===== config.mk =====
export PLATFORM = sky130hd
export DESIGN_NAME = ws2812_rx
export DESIGN_NICKNAME = d
export VERILOG_FILES = /design/src/rtl/ws2812_pkg.sv /design/src/rtl/ws2812_pulse_timer.sv /design/src/rtl/ws2812_rx.sv
export SDC_FILE = /design/constraint.sdc
export NUM_CORES = 1
export LEC_CHECK = 0
export CORE_UTILIZATION = 51
export CTS_BUF_LIST = sky130_fd_sc_hd__clkbuf_4 sky130_fd_sc_hd__clkbuf_8 sky130_fd_sc_hd__clkbuf_16
export CTS_CLUSTER_SIZE = 12
export DETAILED_ROUTE_END_ITERATION = 16
export GPL_TIMING_DRIVEN = 0
export PLACE_DENSITY_LB_ADDON = 0.08
export SYNTH_ARGS = -nofsm -noshare
export SYNTH_HDL_FRONTEND = slang
export SYNTH_SLANG_ARGS = --single-unit

===== constraint.sdc =====
create_clock -name clk_i -period 2.85 [get_ports clk_i]
set_input_delay 0.7125 -clock clk_i [delete_from_list [all_inputs] [get_ports clk_i]]
set_output_delay 0.7125 -clock clk_i [all_outputs]
set_load 0.005 [all_outputs]

===== src/rtl/ws2812_pkg.sv =====
// ws2812_pkg: shared definitions for the WS2812 (NeoPixel) receive path.
//   - cycle-count constant functions for the line timing thresholds,
//     derived from the system clock frequency (rounded down)
//   - receiver state encoding
//   - GRB field offsets within a 24-bit pixel word (shared with the transmitter)
package ws2812_pkg;

    typedef enum logic [2:0] {
        ST_IDLE,
        ST_HIGH,
        ST_LOW,
        ST_STUCK,
        ST_LATCH
    } ws2812_state_t;

    localparam int unsigned GRB_PIX_W   = 24;
    localparam int unsigned GRB_FIELD_W = 8;
    localparam int unsigned GRB_G_LSB   = 16;
    localparam int unsigned GRB_R_LSB   = 8;
    localparam int unsigned GRB_B_LSB   = 0;

    function automatic int unsigned cycles_ns(input longint unsigned clk_hz,
                                              input longint unsigned ns);
        longint unsigned prod;
        prod = (clk_hz * ns) / 64'd1000000000;
        return 32'(prod);
    endfunction

    function automatic int unsigned t_min(input longint unsigned clk_hz);
        return cycles_ns(clk_hz, 64'd150);
    endfunction

    function automatic int unsigned t_thresh(input longint unsigned clk_hz);
        return cycles_ns(clk_hz, 64'd600);
    endfunction

    function automatic int unsigned t_max(input longint unsigned clk_hz);
        return cycles_ns(clk_hz, 64'd2000);
    endfunction

    function automatic int unsigned t_reset(input longint unsigned clk_hz);
        return cycles_ns(clk_hz, 64'd50000);
    endfunction

endpackage


===== src/rtl/ws2812_pulse_timer.sv =====
// ws2812_pulse_timer: input conditioning and pulse timing for the WS2812 line.
//   i_clk    system clock
//   i_rst    asynchronous active-high reset
//   i_di     raw data line, asynchronous to i_clk
//   o_di_s   synchronized data line (2-flop synchronizer output)
//   o_rise   one-cycle strobe on a rising edge of o_di_s
//   o_fall   one-cycle strobe on a falling edge of o_di_s
//   o_count  cycles since the last edge, minus one while the strobe is up;
//            cleared on each edge, saturates at CNT_MAX
module ws2812_pulse_timer #(
    parameter int unsigned CNT_MAX = 2500,
    parameter int unsigned CNT_W   = $clog2(CNT_MAX + 1)
) (
    input  logic             i_clk,
    input  logic             i_rst,
    input  logic             i_di,
    output logic             o_di_s,
    output logic             o_rise,
    output logic             o_fall,
    output logic [CNT_W-1:0] o_count
);

    logic [1:0]       r_sync;
    logic             r_di_d;
    logic [CNT_W-1:0] r_cnt;
    logic             w_edge;

    assign o_di_s  = r_sync[1];
    assign o_rise  = r_sync[1] & ~r_di_d;
    assign o_fall  = ~r_sync[1] & r_di_d;
    assign w_edge  = r_sync[1] ^ r_di_d;
    assign o_count = r_cnt;

    always_ff @(posedge i_clk or posedge i_rst) begin
        if (i_rst) begin
            r_sync <= '0;
            r_di_d <= 1'b0;
            r_cnt  <= '0;
        end else begin
            r_sync <= {r_sync[0], i_di};
            r_di_d <= r_sync[1];
            if (w_edge) begin
                r_cnt <= '0;
            end else if (r_cnt != CNT_W'(CNT_MAX)) begin
                r_cnt <= r_cnt + 1'b1;
            end
        end
    end

endmodule


===== src/rtl/ws2812_rx.sv =====
// ws2812_rx: decodes a single-wire WS2812 bitstream into 24-bit GRB pixel words.
//   clk_i        system clock (SYSTEM_CLOCK Hz)
//   reset_i      asynchronous active-high reset
//   di_i         raw NeoPixel data line
//   pix_valid_o  one-cycle pulse, pixel word valid on pix_data_o/pix_index_o
//   pix_data_o   {green, red, blue}, first wire bit in bit 23
//   pix_index_o  pixel position within the frame, 0 after each latch
//   latch_o      one-cycle pulse when a reset gap ends a frame
//   pix_count_o  complete pixels of the last frame (saturates at NUM_LEDS)
//   err_o        sticky error, re-evaluated at every latch_o
//   busy_o       frame in progress
//   do_o         forwarded data line
// Build option WS2812_RX_FORWARD_EN: pass pixels beyond NUM_LEDS to do_o
// instead of flagging them as errors; otherwise do_o is tied low.
module ws2812_rx
    import ws2812_pkg::*;
#(
    parameter int unsigned NUM_LEDS     = 8,
    parameter int unsigned SYSTEM_CLOCK = 50000000
) (
    input  logic                        clk_i,
    input  logic                        reset_i,
    input  logic                        di_i,
    output logic                        pix_valid_o,
    output logic [GRB_PIX_W-1:0]        pix_data_o,
    output logic [$clog2(NUM_LEDS)-1:0] pix_index_o,
    output logic                        latch_o,
    output logic [$clog2(NUM_LEDS):0]   pix_count_o,
    output logic                        err_o,
    output logic                        busy_o,
    output logic                        do_o
);

    localparam int unsigned T_MIN_C    = t_min(64'(SYSTEM_CLOCK));
    localparam int unsigned T_THRESH_C = t_thresh(64'(SYSTEM_CLOCK));
    localparam int unsigned T_MAX_C    = t_max(64'(SYSTEM_CLOCK));
    localparam int unsigned T_RESET_C  = t_reset(64'(SYSTEM_CLOCK));
    localparam int unsigned CW         = $clog2(T_RESET_C + 1);
    localparam int unsigned IW         = $clog2(NUM_LEDS);
    localparam int unsigned PW         = IW + 1;

    logic          w_di_s;
    logic          w_rise;
    logic          w_fall;
    logic [CW-1:0] w_count;

    ws2812_pulse_timer #(
        .CNT_MAX (T_RESET_C),
        .CNT_W   (CW)
    ) u_timer (
        .i_clk   (clk_i),
        .i_rst   (reset_i),
        .i_di    (di_i),
        .o_di_s  (w_di_s),
        .o_rise  (w_rise),
        .o_fall  (w_fall),
        .o_count (w_count)
    );

    ws2812_state_t        r_state;
    ws2812_state_t        w_next;
    logic                 w_take_bit;
    logic                 w_stuck;
    logic                 w_latch_go;
    logic                 w_start;
    logic                 w_bit_val;
    logic                 r_from_low;
    logic                 r_rise_pend;
    logic                 r_ferr;
    logic [4:0]           r_bit_cnt;
    logic [GRB_PIX_W-1:0] r_shift;
    logic [PW-1:0]        r_pix_cnt;

    // w_count lags the true elapsed time by one cycle while a strobe is up,
    // so every threshold is compared against its value minus one.
    assign w_bit_val = (w_count >= CW'(T_THRESH_C - 1));

    // A rise that coincides with (or lands on) the latch cycle is held so the
    // next frame still starts from IDLE.
    assign w_start = w_rise | r_rise_pend;

    assign latch_o = (r_state == ST_LATCH);
    assign busy_o  = (r_state == ST_HIGH) || (r_state == ST_LOW) || (r_state == ST_STUCK);

    always_ff @(posedge clk_i or posedge reset_i) begin
        if (reset_i) begin
            r_state <= ST_IDLE;
        end else begin
            r_state <= w_next;
        end
    end

    always_comb begin
        w_next     = r_state;
        w_take_bit = 1'b0;
        w_stuck    = 1'b0;
        w_latch_go = 1'b0;
        unique case (r_state)
            ST_IDLE: begin
                if (w_start) w_next = ST_HIGH;
            end
            ST_HIGH: begin
                if (w_fall) begin
                    if (w_count < CW'(T_MIN_C - 1)) begin
                        w_next = r_from_low ? ST_LOW : ST_IDLE;
                    end else begin
                        w_take_bit = 1'b1;
                        w_next     = ST_LOW;
                    end
                end else if (w_count == CW'(T_MAX_C - 1)) begin
                    w_stuck = 1'b1;
                    w_next  = ST_STUCK;
                end
            end
            ST_STUCK: begin
                if (!w_di_s) w_next = ST_LOW;
            end
            ST_LOW: begin
                if (w_count == CW'(T_RESET_C - 1)) begin
                    w_latch_go = 1'b1;
                    w_next     = ST_LATCH;
                end else if (w_rise) begin
                    w_next = ST_HIGH;
                end
            end
            ST_LATCH: begin
                w_next = ST_IDLE;
            end
            default: begin
                w_next = ST_IDLE;
            end
        endcase
    end

    // Latch results are loaded on entry to LATCH so they are valid while
    // latch_o is high.
    always_ff @(posedge clk_i or posedge reset_i) begin
        if (reset_i) begin
            r_from_low  <= 1'b0;
            r_rise_pend <= 1'b0;
            r_ferr      <= 1'b0;
            r_bit_cnt   <= '0;
            r_shift     <= '0;
            r_pix_cnt   <= '0;
            pix_valid_o <= 1'b0;
            pix_data_o  <= '0;
            pix_index_o <= '0;
            pix_count_o <= '0;
            err_o       <= 1'b0;
        end else begin
            pix_valid_o <= 1'b0;

            if (r_state == ST_IDLE || r_state == ST_LOW) begin
                r_from_low <= (r_state == ST_LOW);
            end

            if (r_state == ST_IDLE) begin
                r_rise_pend <= 1'b0;
            end else if ((w_latch_go || r_state == ST_LATCH) && w_rise) begin
                r_rise_pend <= 1'b1;
            end

            if (w_take_bit) begin
                r_shift <= {r_shift[GRB_PIX_W-2:0], w_bit_val};
                if (r_bit_cnt == 5'd23) begin
                    r_bit_cnt <= '0;
                    if (r_pix_cnt < PW'(NUM_LEDS)) begin
                        pix_data_o  <= {r_shift[GRB_PIX_W-2:0], w_bit_val};
                        pix_index_o <= r_pix_cnt[IW-1:0];
                        pix_valid_o <= 1'b1;
                        r_pix_cnt   <= r_pix_cnt + 1'b1;
                    end else begin
`ifndef WS2812_RX_FORWARD_EN
                        err_o  <= 1'b1;
                        r_ferr <= 1'b1;
`endif
                    end
                end else begin
                    r_bit_cnt <= r_bit_cnt + 1'b1;
                end
            end

            if (w_stuck) begin
                err_o  <= 1'b1;
                r_ferr <= 1'b1;
            end

            if (w_latch_go) begin
                pix_count_o <= r_pix_cnt;
                err_o       <= r_ferr | (r_bit_cnt != '0);
                r_ferr      <= 1'b0;
                r_bit_cnt   <= '0;
                r_pix_cnt   <= '0;
            end
        end
    end

`ifdef WS2812_RX_FORWARD_EN
    logic r_do;

    always_ff @(posedge clk_i or posedge reset_i) begin
        if (reset_i) begin
            r_do <= 1'b0;
        end else begin
            r_do <= (r_pix_cnt >= PW'(NUM_LEDS)) & w_di_s;
        end
    end

    assign do_o = r_do;
`else
    assign do_o = 1'b0;
`endif

endmodule


==> impl_metrics.json, run 1 <==
{
  "area_growth_pct": 19.4,
  "fin_ws_ns": 0.411,
  "min_period_ns": 2.44,
  "grt_usage_pct": 18.7,
  "finalCritPeriodShare_pct": 85.6,
  "final_util_pct": 63.0,
  "fin_area_mm2": 0.00460,
  "cp_slowest_stage_delay_ns": 0.56,
  "skew_ns": 0.00995,
  "drive_above_1_share_pct": 19.1,
  "power_uw": 2410,
  "dieArea_mm2": 0.00790,
  "cts_tree": "yes",
  "yosys-top-cells-count": "dfrtp_1 (86), mux2_2 (30), mux2_1 (20), nor2_1 (16), nand2_1 (15)",
  "start_kind": "register",
  "setup_violations": 0,
  "synth_warnings": 0,
  "post_dp_cell_area_mm2": 0.00439,
  "vias": 2444,
  "numCtsBuffers": 9,
  "ant_nets": 0,
  "postCtsHoldBufs": 0,
  "netlist.area_leader.share_pct": 55.9,
  "vias_per_cell": 5.30,
  "clk_latency_ns": 0.35,
  "syn_area_mm2": 0.00385,
  "std_cell_rows": 31,
  "max_cap_violations": 0,
  "startpoint": "u_timer.o_count[3]",
  "finalHoldViolations": 0,
  "timing.slew.headroom_pct": 59.7,
  "ys_ff_latch": 86,
  "rsz0062_at_grt": "no",
  "cts_resized": 0,
  "initial_utilization_pct": 52.8,
  "grt_pass1_vias": 2329,
  "cp.arrival_ns": 2.68,
  "cts_sinks": 86,
  "syn_nets": 320,
  "path_class": "reg -> reg",
  "cellPowerDensity_mw_per_mm2": 525,
  "path_cells": "or4_4, buf_6, o41ai_2, buf_2, mux2_2",
  "die_h_um": 88.9,
  "grt_antenna_before_repair": 0,
  "die_x_um": 88.9,
  "port_buffers": 37,
  "grt_max_degree": 42,
  "cp_data_required_time_ns": 3.09,
  "synth_seq_area_share_pct": 55.9,
  "min_path_type": "reg -> reg",
  "cts-root-buf": "clkbuf_8",
  "async_reset_ff_share_pct": 100,
  "synth_ff_type": "dfrtp_1",
  "ctsLongestPathBuffers": 2,
  "crit_fanout": 10,
  "synth.most_common_cell": "dfrtp_1",
  "timing.fmax_ghz": 0.410,
  "p_leak_uw": 0.00215,
  "min-delay-start": "u_timer.r_sync[0]",
  "place.gp.congestion": 0.797,
  "core_region_area_mm2": 0.00729,
  "avgSynthCellArea_um2": 12.5,
  "n_antenna_cell": 0,
  "ir_drop_uv": 335,
  "critPathCaptureType": "register",
  "setup_tns_ns": 0,
  "status": "completed",
  "synth_cells": 308,
  "hpwl_mm": 4.67,
  "grt_pass1_wl_mm": 11.0,
  "worst_path_max_delay_cell": "or4_4",
  "ys_types": 52,
  "drt_iter0_markers": 101,
  "crit_family": "simple AND/OR/NAND/NOR gates",
  "drc": 0,
  "yosysTopAreaCell": "dfrtp_1",
  "wl_per_cell_um": 14.5,
  "nets": 370,
  "h-tree-depth": 3,
  "slew_violations": 0,
  "cts_setup_buffers": 0,
  "r2r_start": "u_timer.o_count[3]",
  "routed_wl_mm": 6.68,
  "pin_count": 39,
  "critPathBufInv": 2,
  "synth_edf_count": 0,
  "path_clk_slew_ns": 0.08,
  "tightest_slew_ns": 0.600,
  "gr-total-overflow": 0,
  "yosys-top-cells-area": "dfrtp_1 (56%), mux2_2 (8.8%), mux2_1 (5.8%)",
  "firstDrtPassIters": 4,
  "post-place-ws_ns": 0.444
}
path summary, 6_finish.rpt:
kind                                endpoint  slack, ns  depth (start not counted)
setup / recovery                 r_shift[18]       0.41                          5
hold / removal             u_timer.r_sync[1]       0.35                          0
setup reg to reg                 r_shift[18]       0.41                          5
hold reg to reg            u_timer.r_sync[1]       0.35                          0
max in group asynchronous         r_shift[2]       1.48                          4
min in group asynchronous     pix_data_o[23]       0.63                          2
cell usage in the layout, fill, tap and decap left out, types with 2 or more instances in the layout:
master / synthesis / layout
ha_1: 9 / 9
buf_6: 4 / 4
nand2_1: 15 / 15
a31oi_1: 2 / 2
nor2b_1: 2 / 2
or2_2: 2 / 2
mux2_1: 20 / 20
nand4b_1: 2 / 2
clkbuf_1: 5 / 5
or3_1: 7 / 7
clkinv_4: 0 / 3
nand3_1: 5 / 5
buf_4: 3 / 3
xnor2_1: 6 / 6
mux2_2: 30 / 30
nor3_1: 5 / 5
buf_2: 3 / 3
mux2_4: 3 / 3
nor4_1: 5 / 5
clkbuf_8: 0 / 11
o21ai_0: 13 / 13
buf_12: 0 / 2
inv_1: 13 / 12
nand2b_1: 3 / 3
and2_1: 4 / 4
nand4_1: 4 / 4
dfrtp_1: 86 / 86
a21oi_1: 14 / 14
clkdlybuf4s50_1: 0 / 37
nor2_1: 16 / 16
o31ai_1: 2 / 2
report_power, final:
group | switching (uW) | internal, uW | leakage (uW)
combinational | 144 | 108 | 0.000862
sequential | 35.4 | 1260 | 0.00119
clock | 418 | 453 | 0.000106
total | 597 | 1820 | 0.00215
through the flow:
stage,cells,hold slack [ns]
floorplan,308,0.331
global placement,444,0.332
detailed placement,446,0.336
CTS,461,0.354
global route,461,0.357
finish,461,0.352
logic make-up after synthesis:
kind of cell             synth area share [%]
flip-flops                               55.9
AND/OR/NAND/NOR                          12.1
multiplexers                             16.1
AO/OA/AOI/OAI                            7.41
buffers and inverters                    3.90
adder cells (fa/ha/maj)                  2.92
XOR/XNOR                                 1.59
other                                  0.0974
layout make-up:
cell class | instances | area [um2]
sequential | 86 | 2150
clock buffer | 11 | 151
tap | 99 | 124
multi-input combinational | 194 | 1550
clock inverter | 4 | 56.3
inverter | 13 | 52.6
timing repair buffer | 39 | 410
buffer | 15 | 101
fill | 601 | 2700
metal layers:
metal | global-route usage [%] | vias up | wire, um
li1 | - | 1190 | -
met1 | 24.1 | 1208 | 3120
met2 | 30.2 | 36 | 3220
met3 | 5.41 | 10 | 255
met4 | 6.60 | 0 | 80
met5 | 0 | - | 0
sequential cells by signal, summed over array words and instances (netlist names):
signal           cells
r_pix_cnt            4
r_bit_cnt            5
r_shift             23
pix_count_o          4
pix_data_o          24
pix_index_o          3
err_o                1
pix_valid_o          1
r_state              3
u_timer.o_count     12
r_rise_pend          1
u_timer.r_sync       2
r_ferr               1
u_timer.r_di_d       1
r_from_low           1
Note: power is estimated with default switching activity, not from simulation.
==> inputs of run 2 (changes only) <==
==> constraint.sdc (replaced) <==
create_clock -name clk_i -period 2.05 [get_ports clk_i]
set_input_delay 0.5125 -clock clk_i [delete_from_list [all_inputs] [get_ports clk_i]]
set_output_delay 0.5125 -clock clk_i [all_outputs]
set_load 0.005 [all_outputs]
==> impl_metrics.json, run 2 (synthesis results as in run 1) <==
{
  "grt_max_degree": 34,
  "crit_family": "simple AND/OR/NAND/NOR gates",
  "path_class": "reg -> reg",
  "dieArea_mm2": 0.00790,
  "post_dp_cell_area_mm2": 0.00444,
  "routed_wl_mm": 7.78,
  "cts_sinks": 86,
  "path_cells": "or4_4, o41a_4, nand2_8, clkbuf_16, mux2_1",
  "fin_ws_ns": -0.0860,
  "min_path_type": "reg -> reg",
  "ir_drop_uv": 416,
  "die_x_um": 88.9,
  "nFillCells": 534,
  "post-place-ws_ns": -0.291,
  "port_buffers": 37,
  "path_clk_slew_ns": 0.08,
  "hold_path_end": "u_timer.r_sync[1]",
  "regArea_mm2": 0.00216,
  "wl_per_cell_um": 16.3,
  "die_h_um": 88.9,
  "crit_fanout": 5,
  "grt_pass1_wl_mm": 11.8,
  "start_kind": "register",
  "firstDrtPassIters": 4,
  "cp_slowest_stage_delay_ns": 0.61,
  "cp_data_required_time_ns": 2.29,
  "ctsLongestPathBuffers": 2,
  "r2r_start": "u_timer.o_count[10]",
  "h-tree-depth": 3,
  "timing.fmax_ghz": 0.468,
  "cts-root-buf": "clkbuf_8",
  "largest_reg_flops": 24,
  "power_uw": 3660,
  "pin_count": 39,
  "p_leak_uw": 0.00249,
  "finalCritPeriodShare_pct": 104,
  "initial_utilization_pct": 52.8,
  "std_cell_rows": 31,
  "numCtsBuffers": 9,
  "min_period_ns": 2.14,
  "grt_antenna_before_repair": 0,
  "vias_per_cell": 5.42,
  "drt_iter0_markers": 111,
  "critPathBufInv": 1,
  "cts_tree": "yes",
  "r2r_setup_slack_ns": -0.09,
  "final_common_cell": "dfrtp_1",
  "max_cap_violations": 0,
  "worst_path_max_delay_cell": "or4_4",
  "ant_nets": 0,
  "fin_area_mm2": 0.00514,
  "skew_ns": 0.00783,
  "status": "finished, violations left",
  "area_growth_pct": 33.6,
  "hpwl_mm": 4.79,
  "place.gp.congestion": 0.793,
  "gr-total-overflow": 0,
  "multi_input_area_mm2": 0.00179,
  "setup_violations": 26,
  "final_util_pct": 70.6,
  "finalHoldViolations": 0,
  "grt_usage_pct": 20.1,
  "cellPowerDensity_mw_per_mm2": 712,
  "slew_violations": 0,
  "clk_latency_ns": 0.35,
  "tightest_slew_ns": 0.627,
  "cp.arrival_ns": 2.37,
  "drive_above_1_share_pct": 32.5,
  "grt_pass1_vias": 2438,
  "nets": 386,
  "regMostFlops": "pix_data_o",
  "hold_path_depth": 0,
  "timing.slew.headroom_pct": 58.1,
  "worstRegToRegCells": 5,
  "r2r_end": "pix_data_o[21]",
  "rsz0062_at_grt": "yes",
  "final_cell_mix": "dfrtp_1 (80), mux2_4 (49), clkdlybuf4s50_1 (36)",
  "hold_slack_ns": 0.354,
  "n_antenna_cell": 0,
  "core_region_area_mm2": 0.00729,
  "min-delay-start": "u_timer.r_sync[0]",
  "violations": "negative setup slack",
  "vias": 2590,
  "drc": 0,
  "critPathCaptureType": "register"
}
==> run 2: report_power, final <==
part / total (uW) / switching, uW / leakage [uW] / internal, uW
Combinational: 409 / 226 / 0.00119 / 183
Sequential: 1800 / 50.9 / 0.00118 / 1750
Clock: 1450 / 609 / 0.000121 / 842
Total: 3660 / 887 / 0.00249 / 2780
==> run 2: area by class of cell <==
type,count,share of cell area (%)
inverter,13,1.02
clock buffer,11,2.70
tap,99,2.41
sequential,86,42.0
buffer,11,2.53
timing repair buffer,59,12.6
multi-input combinational,194,34.7
clock inverter,5,2.07
==> run 2: worst max-delay path by stage <==
stage	start	end	cells past startpoint
floorplan	u_timer.o_count[10]	pix_index_o[0]	6
global placement	reset_i	u_timer.o_count[3]	2
detailed placement	u_timer.o_count[10]	r_shift[6]	5
CTS	u_timer.o_count[10]	pix_index_o[2]	6
global route	u_timer.o_count[10]	pix_data_o[19]	5
finish	u_timer.o_count[10]	pix_data_o[21]	5
==> run 2: through the flow <==
step / std cells / setup TNS [ns]
global route: 478 / -2.51
finish: 478 / -1.39
floorplan: 308 / -2.90
CTS: 469 / -2.53
detailed placement: 446 / -11.75
global placement: 444 / -46.75
==> run 2: layer usage <==
metal	GRT usage [%]	part of all wire, %	vias up
met4	6.60	0.84	0
met1	28.8	48	1294
li1	-	-	1229
met5	0	0	-
met3	5.60	4.5	9
met2	29.5	47	58
==> run 2: timing repair <==
item                                    4_1_cts  5_1_grt
cloned                                        0        5
buffers inserted                              9        6
pin swaps                                     3        4
hold buffers                                  0        0
gates resized for setup                      32       36
endpoints found under the setup margin       69       67
